### src/rtl/ucca_cfg_ctrl_pkg.sv
// Shared types and constants for the UCCA region configuration controller.
// Holds the FSM encoding, register-map offsets, the lock key and the empty-range values.
package ucca_cfg_ctrl_pkg;

  typedef enum logic [1:0] {
    ST_UNLOCKED  = 2'd0,
    ST_ARMED     = 2'd1,
    ST_ACTIVE    = 2'd2,
    ST_VIOLATION = 2'd3
  } state_t;

  localparam int          MAX_REGIONS  = 4;
  localparam int          IDX_W        = 2;
  localparam logic [15:0] DEF_LOCK_KEY = 16'hA5A5;
  localparam logic [15:0] EMPTY_MIN    = 16'hFFFF;
  localparam logic [15:0] EMPTY_MAX    = 16'h0000;

  // Word index (byte offset / 2) of the LOCK register; table words sit below it.
  localparam logic [3:0]  WORD_LOCK    = 4'h8;
  localparam logic [16:0] WINDOW_SPAN  = 17'h11;

  function automatic logic region_valid(input logic [15:0] lo, input logic [15:0] hi);
    return lo <= hi;
  endfunction

  function automatic logic in_range(input logic [15:0] lo, input logic [15:0] hi,
                                    input logic [15:0] addr);
    return region_valid(lo, hi) && (addr >= lo) && (addr <= hi);
  endfunction

endpackage

### src/rtl/ucca_cfg_ctrl_if.sv
// Data-bus write port used to program the UCCA region table.
interface ucca_cfg_ctrl_if;
  logic        data_en;
  logic        data_wr;
  logic [15:0] data_addr;
  logic [15:0] data_wdata;

  modport master (output data_en, output data_wr, output data_addr, output data_wdata);
  modport slave  (input  data_en, input  data_wr, input  data_addr, input  data_wdata);
endinterface

### src/rtl/ucca_cfg_ctrl_region_match.sv
// Range compare of the program counter against every table entry.
// The lowest-numbered valid region containing the PC wins.
module ucca_region_match
  import ucca_cfg_ctrl_pkg::*;
#(
  parameter int NUM_REGIONS = 4
) (
  input  logic [15:0]                  i_pc,
  input  logic [NUM_REGIONS-1:0][15:0] i_min,
  input  logic [NUM_REGIONS-1:0][15:0] i_max,
  output logic                         o_match_valid,
  output logic [IDX_W-1:0]             o_match_idx
);

  // Scan from the top so the lowest matching index is the last one written.
  always_comb begin
    o_match_valid = 1'b0;
    o_match_idx   = '0;
    for (int i = NUM_REGIONS - 1; i >= 0; i--) begin
      if (in_range(i_min[i], i_max[i], i_pc)) begin
        o_match_valid = 1'b1;
        o_match_idx   = IDX_W'(i);
      end
    end
  end

endmodule

### src/rtl/ucca_cfg_ctrl.sv
// UCCA configuration controller: lockable region table, region selection
// for the monitor, and a fixed-length CPU reset pulse on violations.
//
//  state        | meaning
//  -------------+-----------------------------------------------------------
//  UNLOCKED     | table writable, monitor sees an empty range
//  ARMED        | locked, waiting for the PC to enter a region (comb select)
//  ACTIVE       | PC inside region[sel], outputs held from registered sel
//  VIOLATION    | reset asserted while the hold counter runs down
module ucca_cfg_ctrl
  import ucca_cfg_ctrl_pkg::*;
#(
  parameter logic [15:0] CONF_BASE   = 16'h0160,
  parameter int          NUM_REGIONS = 4,
  parameter int          RESET_HOLD  = 8,
  parameter logic [15:0] LOCK_KEY    = DEF_LOCK_KEY
) (
  input  logic             clk,
  input  logic             system_reset_n,
  ucca_cfg_ctrl_if.slave   bus,
  input  logic [15:0]      pc,
  input  logic             region_reset,
  output logic [15:0]      ucc_min,
  output logic [15:0]      ucc_max,
  output logic             cfg_locked,
  output logic             reset
);

  localparam logic [16:0] WIN_LO    = {1'b0, CONF_BASE};
  localparam logic [16:0] WIN_HI    = WIN_LO + WINDOW_SPAN;
  localparam logic [7:0]  HOLD_LOAD = 8'(RESET_HOLD - 1);

  state_t                       r_state;
  state_t                       w_next;
  logic                         r_locked;
  logic                         r_reset;
  logic [IDX_W-1:0]             r_sel;
  logic [7:0]                   r_cnt;
  logic [NUM_REGIONS-1:0][15:0] r_min;
  logic [NUM_REGIONS-1:0][15:0] r_max;

  logic                         w_in_win;
  logic                         w_cfg_wr;
  logic [3:0]                   w_word;
  logic [1:0]                   w_tab_idx;
  logic                         w_tab_hit;
  logic                         w_tab_wr;
  logic                         w_lock_wr;
  logic                         w_viol;
  logic                         w_in_sel;
  logic                         w_match_valid;
  logic [IDX_W-1:0]             w_match_idx;

  // Address decode; the word index only needs the low bits since the window is 18 bytes.
  assign w_in_win  = ({1'b0, bus.data_addr} >= WIN_LO) && ({1'b0, bus.data_addr} <= WIN_HI);
  assign w_cfg_wr  = bus.data_en && bus.data_wr && w_in_win;
  assign w_word    = bus.data_addr[4:1] - CONF_BASE[4:1];
  assign w_tab_idx = w_word[2:1];
  assign w_tab_hit = !w_word[3] && (int'(w_tab_idx) < NUM_REGIONS);
  assign w_lock_wr = w_cfg_wr && (w_word == WORD_LOCK);
  assign w_tab_wr  = w_cfg_wr && w_tab_hit && !r_locked;

  assign w_viol    = ((r_state == ST_ARMED) || (r_state == ST_ACTIVE)) &&
                     ((w_cfg_wr && r_locked) || region_reset);
  assign w_in_sel  = in_range(r_min[r_sel], r_max[r_sel], pc);

  ucca_region_match #(
    .NUM_REGIONS (NUM_REGIONS)
  ) u_match (
    .i_pc          (pc),
    .i_min         (r_min),
    .i_max         (r_max),
    .o_match_valid (w_match_valid),
    .o_match_idx   (w_match_idx)
  );

  always_ff @(posedge clk or negedge system_reset_n) begin
    if (!system_reset_n) begin
      r_min <= {NUM_REGIONS{EMPTY_MIN}};
      r_max <= {NUM_REGIONS{EMPTY_MAX}};
    end else if (w_tab_wr) begin
      if (w_word[0]) r_max[w_tab_idx] <= bus.data_wdata;
      else           r_min[w_tab_idx] <= bus.data_wdata;
    end
  end

  always_ff @(posedge clk or negedge system_reset_n) begin
    if (!system_reset_n) r_state <= ST_UNLOCKED;
    else                 r_state <= w_next;
  end

  always_comb begin
    w_next = r_state;
    case (r_state)
      ST_UNLOCKED:  if (w_lock_wr && (bus.data_wdata == LOCK_KEY)) w_next = ST_ARMED;
      ST_ARMED: begin
        if (w_viol)             w_next = ST_VIOLATION;
        else if (w_match_valid) w_next = ST_ACTIVE;
      end
      ST_ACTIVE: begin
        if (w_viol)             w_next = ST_VIOLATION;
        else if (!w_in_sel)     w_next = ST_ARMED;
      end
      ST_VIOLATION: if (r_cnt == 8'd0) w_next = ST_ARMED;
      default:      w_next = ST_UNLOCKED;
    endcase
  end

  // The lock only ever sets; nothing but system reset clears it.
  always_ff @(posedge clk or negedge system_reset_n) begin
    if (!system_reset_n) begin
      r_locked <= 1'b0;
      r_reset  <= 1'b0;
      r_sel    <= '0;
      r_cnt    <= 8'd0;
    end else begin
      if ((r_state == ST_UNLOCKED) && (w_next == ST_ARMED)) r_locked <= 1'b1;
      r_reset <= (w_next == ST_VIOLATION);
      if ((r_state == ST_ARMED) && w_match_valid) r_sel <= w_match_idx;
      if ((r_state != ST_VIOLATION) && (w_next == ST_VIOLATION)) r_cnt <= HOLD_LOAD;
      else if ((r_state == ST_VIOLATION) && (r_cnt != 8'd0))     r_cnt <= r_cnt - 8'd1;
    end
  end

  always_comb begin
    ucc_min = EMPTY_MIN;
    ucc_max = EMPTY_MAX;
    case (r_state)
      ST_UNLOCKED: begin
        ucc_min = EMPTY_MIN;
        ucc_max = EMPTY_MAX;
      end
      ST_ARMED: begin
        if (w_match_valid) begin
          ucc_min = r_min[w_match_idx];
          ucc_max = r_max[w_match_idx];
        end else begin
          ucc_min = r_min[r_sel];
          ucc_max = r_max[r_sel];
        end
      end
      default: begin
        ucc_min = r_min[r_sel];
        ucc_max = r_max[r_sel];
      end
    endcase
  end

  assign cfg_locked = r_locked;
  assign reset      = r_reset;

endmodule

### src/flat_wrapper.sv
// flat-port wrapper written by rule: the top's interface ports become plain ports
module ucca_cfg_ctrl_flat import ucca_cfg_ctrl_pkg::*;
#(
  parameter logic [15:0] CONF_BASE   = 16'h0160,
  parameter int          NUM_REGIONS = 4,
  parameter int          RESET_HOLD  = 8,
  parameter logic [15:0] LOCK_KEY    = DEF_LOCK_KEY
)
  (clk, system_reset_n, pc, region_reset, ucc_min, ucc_max, cfg_locked, reset, bus_data_en, bus_data_wr, bus_data_addr, bus_data_wdata);
  ucca_cfg_ctrl_if bus_i ();
  input  logic clk;
  input  logic system_reset_n;
  input  logic [15:0] pc;
  input  logic region_reset;
  output logic [15:0] ucc_min;
  output logic [15:0] ucc_max;
  output logic cfg_locked;
  output logic reset;
  input wire logic [$bits(bus_i.data_en)-1:0] bus_data_en;
  input wire logic [$bits(bus_i.data_wr)-1:0] bus_data_wr;
  input wire logic [$bits(bus_i.data_addr)-1:0] bus_data_addr;
  input wire logic [$bits(bus_i.data_wdata)-1:0] bus_data_wdata;
  assign bus_i.data_en = bus_data_en;
  assign bus_i.data_wr = bus_data_wr;
  assign bus_i.data_addr = bus_data_addr;
  assign bus_i.data_wdata = bus_data_wdata;
  ucca_cfg_ctrl #(.CONF_BASE(CONF_BASE), .NUM_REGIONS(NUM_REGIONS), .RESET_HOLD(RESET_HOLD), .LOCK_KEY(LOCK_KEY)) u_core (.clk(clk), .system_reset_n(system_reset_n), .bus(bus_i), .pc(pc), .region_reset(region_reset), .ucc_min(ucc_min), .ucc_max(ucc_max), .cfg_locked(cfg_locked), .reset(reset));
endmodule
### config.mk
export PLATFORM = sky130hd
export DESIGN_NAME = ucca_cfg_ctrl_flat
export DESIGN_NICKNAME = d
export VERILOG_FILES = /design/src/rtl/ucca_cfg_ctrl_pkg.sv /design/src/rtl/ucca_cfg_ctrl_if.sv /design/src/rtl/ucca_cfg_ctrl_region_match.sv /design/src/rtl/ucca_cfg_ctrl.sv /design/src/flat_wrapper.sv
export SDC_FILE = /design/constraint.sdc
export NUM_CORES = 1
export LEC_CHECK = 0
export CAP_MARGIN = 40
export CORE_MARGIN = 2
export CORE_UTILIZATION = 31
export CTS_BUF_LIST = sky130_fd_sc_hd__clkbuf_8
export CTS_CLUSTER_SIZE = 30
export DETAILED_ROUTE_END_ITERATION = 7
export GPL_TIMING_DRIVEN = 0
export SLEW_MARGIN = 20
export SYNTH_ARGS = -nofsm -noshare
export SYNTH_HDL_FRONTEND = slang
export SYNTH_SLANG_ARGS = --single-unit
### constraint.sdc
create_clock -name clk -period 10.94 [get_ports clk]
set_clock_uncertainty 0.05 [all_clocks]
set_input_delay 1.094 -clock clk [delete_from_list [all_inputs] [get_ports clk]]
set_output_delay 1.094 -clock clk [all_outputs]
set_load 0.1 [all_outputs]
-- Yosys cells after proc, flatten, opt, wreduce, memory -nomap -nowiden
Cells that the tools add are included.
- register bits: 142
- input bits: 53
- output and inout port bits: 34
- logic and storage cells: 111
- add/subtract/negate cells: 1
- $lt $le $gt $ge: 21
- equal/unequal tests: 8
- mux-type cells: 33
- bitwise operators: 1
- reduce and logical (&&, ||, !) cells: 34
- operators with widths (kind ; number):
    <= comparator 16 bit ; 10
    binary-select mux 16 bit (select 2 bit) ; 4
    bitwise mux 64 bit ; 2
    2-to-1 mux 16 bit ; 7
    greater-or-equal comparator 16 bit ; 5
    case mux 16 bit (2 select lines) ; 2
    demux 16 bit (select 2 bit) ; 1
    logical AND 1 bit ; 24
    2-to-1 mux 2 bit ; 10
    equality test 16 bit, second input constant ; 1
    greater-or-equal comparator 16 x 9 -> 1 bit, second input constant ; 1
    <= comparator 16 x 9 -> 1 bit, second input constant ; 1
    2-to-1 mux 8 bit ; 2
    less-than comparator 2 x 3 -> 1 bit, second input constant ; 3
    logical NOT 8 bit ; 1
    case mux 2 bit (4 select lines) ; 1
    nonzero test 8 bit ; 1
    subtractor 8 x 1 -> 8 bit, second input constant ; 1
    equality test 2 bit, second input constant ; 3
    equality test 2 x 1 -> 1 bit, second input constant ; 2
    equality test 4 bit, second input constant ; 1
    2-to-1 mux 1 bit ; 4
    AND reduction 2 bit ; 2
    greater-or-equal comparator 2 x 1 -> 1 bit, second input constant ; 1
    other kinds (6) ; 8

-- Depth between registers and ports, before layout
Gate-level depths: netlist of the first run.
- depth after elaboration: 13
- mapped depth: 15
- mapped depth without buffers: 12

-- Cells and area by module
From an unflattened synthesis of the first run, not the netlist that was laid out.
- cell total of the unflattened synthesis: 1285
- area total of the unflattened synthesis: 13515.5 um2
- by module, submodules not included (module ; times used ; cells an instance ; area an instance (um2) ; seq. area each (um2)):
    ucca_cfg_ctrl ; 1 ; 689 ; 8941.1 ; 3633.5
    ucca_region_match ; 1 ; 596 ; 4574.4 ; 0.0

-- Least setup slack after synthesis of the first run
OpenSTA, ideal clock, no wires.
- path kind: in2out
- from: input port pc[0]
- to: output port ucc_max[13]
- arrival time: 4922 ps
- data required time: 9796 ps
- path slack: 4874 ps
- stages: 12
- buffers on the path: 1
- cell sequence: inv_1 -> ha_1 -> nor3b_1 -> o21ai_0 -> a221o_1 -> a2111oi_4 -> a211o_4 -> nor2_1 -> nor3b_2 -> buf_2 -> a22oi_1 -> o221ai_1
- word-level cells in the longest chain between the ends: 11
- elaborated cells on any way between the ends: 28
- those cells by class: order compare: 8; mux: 12; reduce/logical: 8
- ends and longest elaborated chain (element ; line ; RTL):
    start, declared ; flat_wrapper.sv:13 ; input logic [15:0] pc;
    greater-or-equal comparator 16 bit ; ucca_cfg_ctrl_pkg.sv:28 ; return region_valid(lo, hi) && (addr >= lo) && (addr <= hi);
    logical AND 1 bit (2 in series) ; ucca_cfg_ctrl_pkg.sv:28 ;
    2-to-1 mux 2 bit (4 in series) ; ucca_cfg_ctrl_region_match.sv:20 ; if (in_range(i_min[i], i_max[i], i_pc)) begin
    binary-select mux 16 bit (select 2 bit) ; ucca_cfg_ctrl.sv:136 ; ucc_max = r_max[w_match_idx];
    2-to-1 mux 16 bit (not written as such) ; ucca_cfg_ctrl.sv:136 ;
    2-to-1 mux 16 bit * ; ucca_cfg_ctrl.sv:134 ; if (w_match_valid) begin
    case mux 16 bit (2 select lines) * ; ucca_cfg_ctrl.sv:128 ; case (r_state)
    end, declared ; flat_wrapper.sv:16 ; output logic [15:0] ucc_max;
Every way passes the cells marked *; elsewhere a longest branch is shown, timed or not. The select of a mux whose other input is x is not followed.

-- Worst setup path after layout of the first run
- from: input port pc[11]
- to: output port ucc_min[0]
- word-level cells in the longest chain between the ends: 11
- elaborated cells on any way between the ends: 28
- those cells by class: order compare: 8; mux: 12; reduce/logical: 8
- ends and longest elaborated chain (element ; line ; RTL):
    greater-or-equal comparator 16 bit ; ucca_cfg_ctrl_pkg.sv:28 ;
    logical AND 1 bit (2 in series) ; ucca_cfg_ctrl_pkg.sv:28 ;
    2-to-1 mux 2 bit (4 in series) ; ucca_cfg_ctrl_region_match.sv:20 ;
    binary-select mux 16 bit (select 2 bit) ; ucca_cfg_ctrl.sv:135 ; ucc_min = r_min[w_match_idx];
    2-to-1 mux 16 bit (not written as such) ; ucca_cfg_ctrl.sv:135 ;
    2-to-1 mux 16 bit * ; ucca_cfg_ctrl.sv:134 ;
    case mux 16 bit (2 select lines) * ; ucca_cfg_ctrl.sv:128 ;
    end, declared ; flat_wrapper.sv:15 ; output logic [15:0] ucc_min;
Marks and branches as above.

==> out/qor.yml, run 1 <==
status:
  status: "finished, final reports clean"
global_routing:
  antenna_found_initial: 0
  grt_use_total: 0.2282
  grt_max_degree: 75
  overflow: 0
  grt_pass1_vias: 12250
  grt_pass1_wl_microns: 74740
clocking:
  cts_root_buf: "clkbuf_8"
  cts.sinks: 142
  cts_tree: "built"
  insertion_delay_ns: 0.50
  postCtsSetupRepairBufs: 0
  cts-resized-gates: 0
  cts_htree_levels: 4
  clk_pin_slew_ns: 0.09
  cts_buffers: 17
  postCtsHoldBufs: 0
  clk_path_buf_depth: 2
die:
  num_rows: 75
  io_pins: 87
  die_area_sq_um: 44370
  start_util: 0.3149
  core_sq_um: 42040
  die_w_microns: 210.6
  die_y_microns: 210.6
detailed_routing:
  vias: 12440
  wl_met2_microns: 23360
  routed_wl_microns: 50340
  wl_met3_microns: 3682
  dr.pass1.iters: 5
  drt-initial-drc-count: 1039
  wl_met1_microns: 21270
  ant_nets: 0
  wl_per_cell_microns: 23.48
  viasPerCell: 5.803
  routed.top_layer: "met4"
  drt_drc_violations_left: 0
worst_setup_path:
  rrSetupSlack_ns: 5.75
  slowest_delay_ns: 0.88
  critPathBufInv: 4
  critPathKind: "input pin to output port"
  crit_family: "buffers and inverters"
  cp-start-kind: "input pin"
  slowest_stage: "clkdlybuf4s50_1"
  crit_path_frequent_cell: "clkdlybuf4s50_1"
  path_cells: "clkdlybuf4s50_1 -> ha_1 -> nand3_1 -> nor3_1 -> mux2i_1 -> o21ai_0 -> nand4b_1 -> o21ai_4 -> o21ai_1 -> clkbuf_1 -> nand2_1 -> o2111ai_1 -> clkdlybuf4s50_1 -> buf_8"
  cp.arrival_ns: 6.44
  timing.critical_path.to_type: "output port"
  critPathMaxFanout: 10
  required_ns: 9.80
sta:
  setup_slack_ns: 3.359
  maxSlewHeadroom: 0.4078
  hold_violations: 0
  holdWs_ns: 0.4799
  rsz0062_at_grt: "no"
  slew_viol_final: 0
  fin_setup_tns_ns: 0
  min_period_ns: 7.581
  worst_pin_slew_ns: 0.8815
  finalCritPeriodShare: 0.6929
  setup_viol: 0
  fmax_mhz: 131.9
placed_design:
  placedCellCount: 2108
  numPortBuffers: 69
  place_area_sq_um: 15200
  dpl.hpwl_microns: 40500
  dp_slack_ns: 3.433
  gp_congestion: 0.9692
logic_synthesis:
  ys_ff_latch: 142
  synthArstFlopShare: 1.000
  syn_inst: 1459
  synth_cell_types: 70
  post-synth-top-count-cell: "ha_1"
  synth_nets: 1758
  synth_area_leaders: "ha_1 (23%), dfrtp_1 (15%), dfstp_2 (13%)"
  ys_seq_area_frac: 0.2745
  synth.avg_cell_area_sq_um: 9.073
  synth_top_area_cell: "ha_1"
  yosys_warnings: 0
  netlist_area_sq_um: 13240
  synth_top_cell_area_share: 0.2325
  synth_edf_count: 0
  synth_ff_type: "dfrtp_1"
  synthTopCellsByCount: "ha_1 (246), inv_1 (163), nand2_1 (145), o21ai_0 (127), a21oi_1 (96)"
final_layout:
  layoutNonFillerInstCount: 2144
  drive_above_1_share: 0.1452
  final_core_util: 0.3715
  nFillCells: 4204
  area_growth_pct: 17.98
  stdcell_area_sq_um: 15620
  nNetsFinal: 1891
  antenna-diode-count: 0
power_and_ir_drop:
  power_mw: 3.496
  vdd_drop_max_mv: 0.2993
  cellPowerDensity_nw_per_um2: 223.8
  p_leak_nw: 7.410
job:
  max-cap-violations: 0
min_path:
  hp-class: "register to register"
-- cell usage in the layout, fill, tap and decap left out, types with 46 or more instances in the layout --
cell             netlist  final
clkbuf_1              46     46
clkdlybuf4s50_1        0     68
inv_1                163    164
nor2_1                48     48
dfrtp_1               78     78
nand3_1               46     46
a21oi_1               96     96
dfstp_2               64     64
o21ai_0              127    127
nand2_1              145    145
ha_1                 246    246
-- cell families after synthesis --
family	count (synthesis)	share of synthesized area
AO/OA/AOI/OAI	393	0.1930
XOR/XNOR	6	0.003970
adder cells (fa/ha/maj)	246	0.2325
buffers and inverters	225	0.06626
flip-flops	142	0.2745
multiplexers	86	0.09868
AND/OR/NAND/NOR	361	0.1311
-- registers in the layout, indices dropped and copies added, names as in the netlist --
signal,cells
u_core.cfg_locked,1
u_core.r_cnt,8
u_core.r_max,64
u_core.r_min,64
u_core.r_sel,2
u_core.r_state,2
u_core.reset,1
-- worst register-to-register path: stages (launching register included) --
cell       delay (ns)
dfrtp_1          0.33
clkbuf_1         0.43
buf_1            0.37
clkbuf_1         0.65
mux4_2           0.43
inv_1            0.10
ha_1             0.25
a211o_1          0.30
a21oi_1          0.26
a2111oi_0        0.20
o2bb2ai_1        0.19
nor4_1           0.46
buf_2            0.25
a211o_1          0.15
o41a_4           0.18
a2111oi_4        0.07
or3b_1           0.42
-- area by class of cell --
type,count,area [sq um],area share
Inverter,163,611.8,0.03918
Sequential cell,142,3633,0.2327
Timing Repair Buffer,114,1335,0.08548
Multi-Input combinational cell,1092,8727,0.5588
Clock buffer,17,234.0,0.01498
Buffer,62,265.3,0.01698
Clock inverter,15,136.4,0.008733
Tap cell,539,674.4,0.04318
-- worst paths after layout --
| kind | endpoint | start | cells past startpoint |
|---|---|---|---|
| max | ucc_min[0] | pc[11] | 14 |
| min | u_core.cfg_locked$_DFFE_PN0P_ | u_core.cfg_locked$_DFFE_PN0P_ | 1 |
| min reg2reg | u_core.cfg_locked$_DFFE_PN0P_ | u_core.cfg_locked$_DFFE_PN0P_ | 1 |
| max in group asynchronous | u_core.r_min[3]$_DFFE_PN1P_ | system_reset_n | 2 |
| min in group asynchronous | u_core.r_cnt[3]$_DFFE_PN0P_ | system_reset_n | 1 |
| max reg2reg | u_core.r_cnt[2]$_DFFE_PN0P_ | u_core.r_sel[1]$_DFFE_PN0P_ | 16 |
-- where the power goes --
part	switching (mW)	internal, mW	total (mW)
sequential	0.0230	0.550	0.573
combinational	1.63	0.878	2.51
clock	0.235	0.183	0.418
-- routing by layer --
metal | up-vias | track usage
met4 | 0 | 0.09835
met3 | 103 | 0.04208
met1 | 6163 | 0.2932
li1 | 5646 | -
met2 | 530 | 0.3759
met5 | - | 0
No activity file was read; power rests on OpenSTA's default activity.
==> run 2: changes to the inputs <==
==> constraint.sdc (replaced) <==
create_clock -name clk -period 7.4 [get_ports clk]
set_clock_uncertainty 0.05 [all_clocks]
set_input_delay 0.74 -clock clk [delete_from_list [all_inputs] [get_ports clk]]
set_output_delay 0.74 -clock clk [all_outputs]
set_load 0.1 [all_outputs]
==> results of run 2 <==
The final DEF is identical to that of run 1. Status: finished, final reports clean.
Among the figures that moved: setup slack after placement 3.433 ns -> 0.6012 ns; setup slack after layout 3.359 ns -> 0.5274 ns; hold slack 0.4799 ns -> 0.1564 ns; register-to-register setup slack 5.75 ns -> 2.21 ns; total power 3.496 mW -> 5.168 mW; worst IR drop on VDD 0.2993 mV -> 0.4425 mV
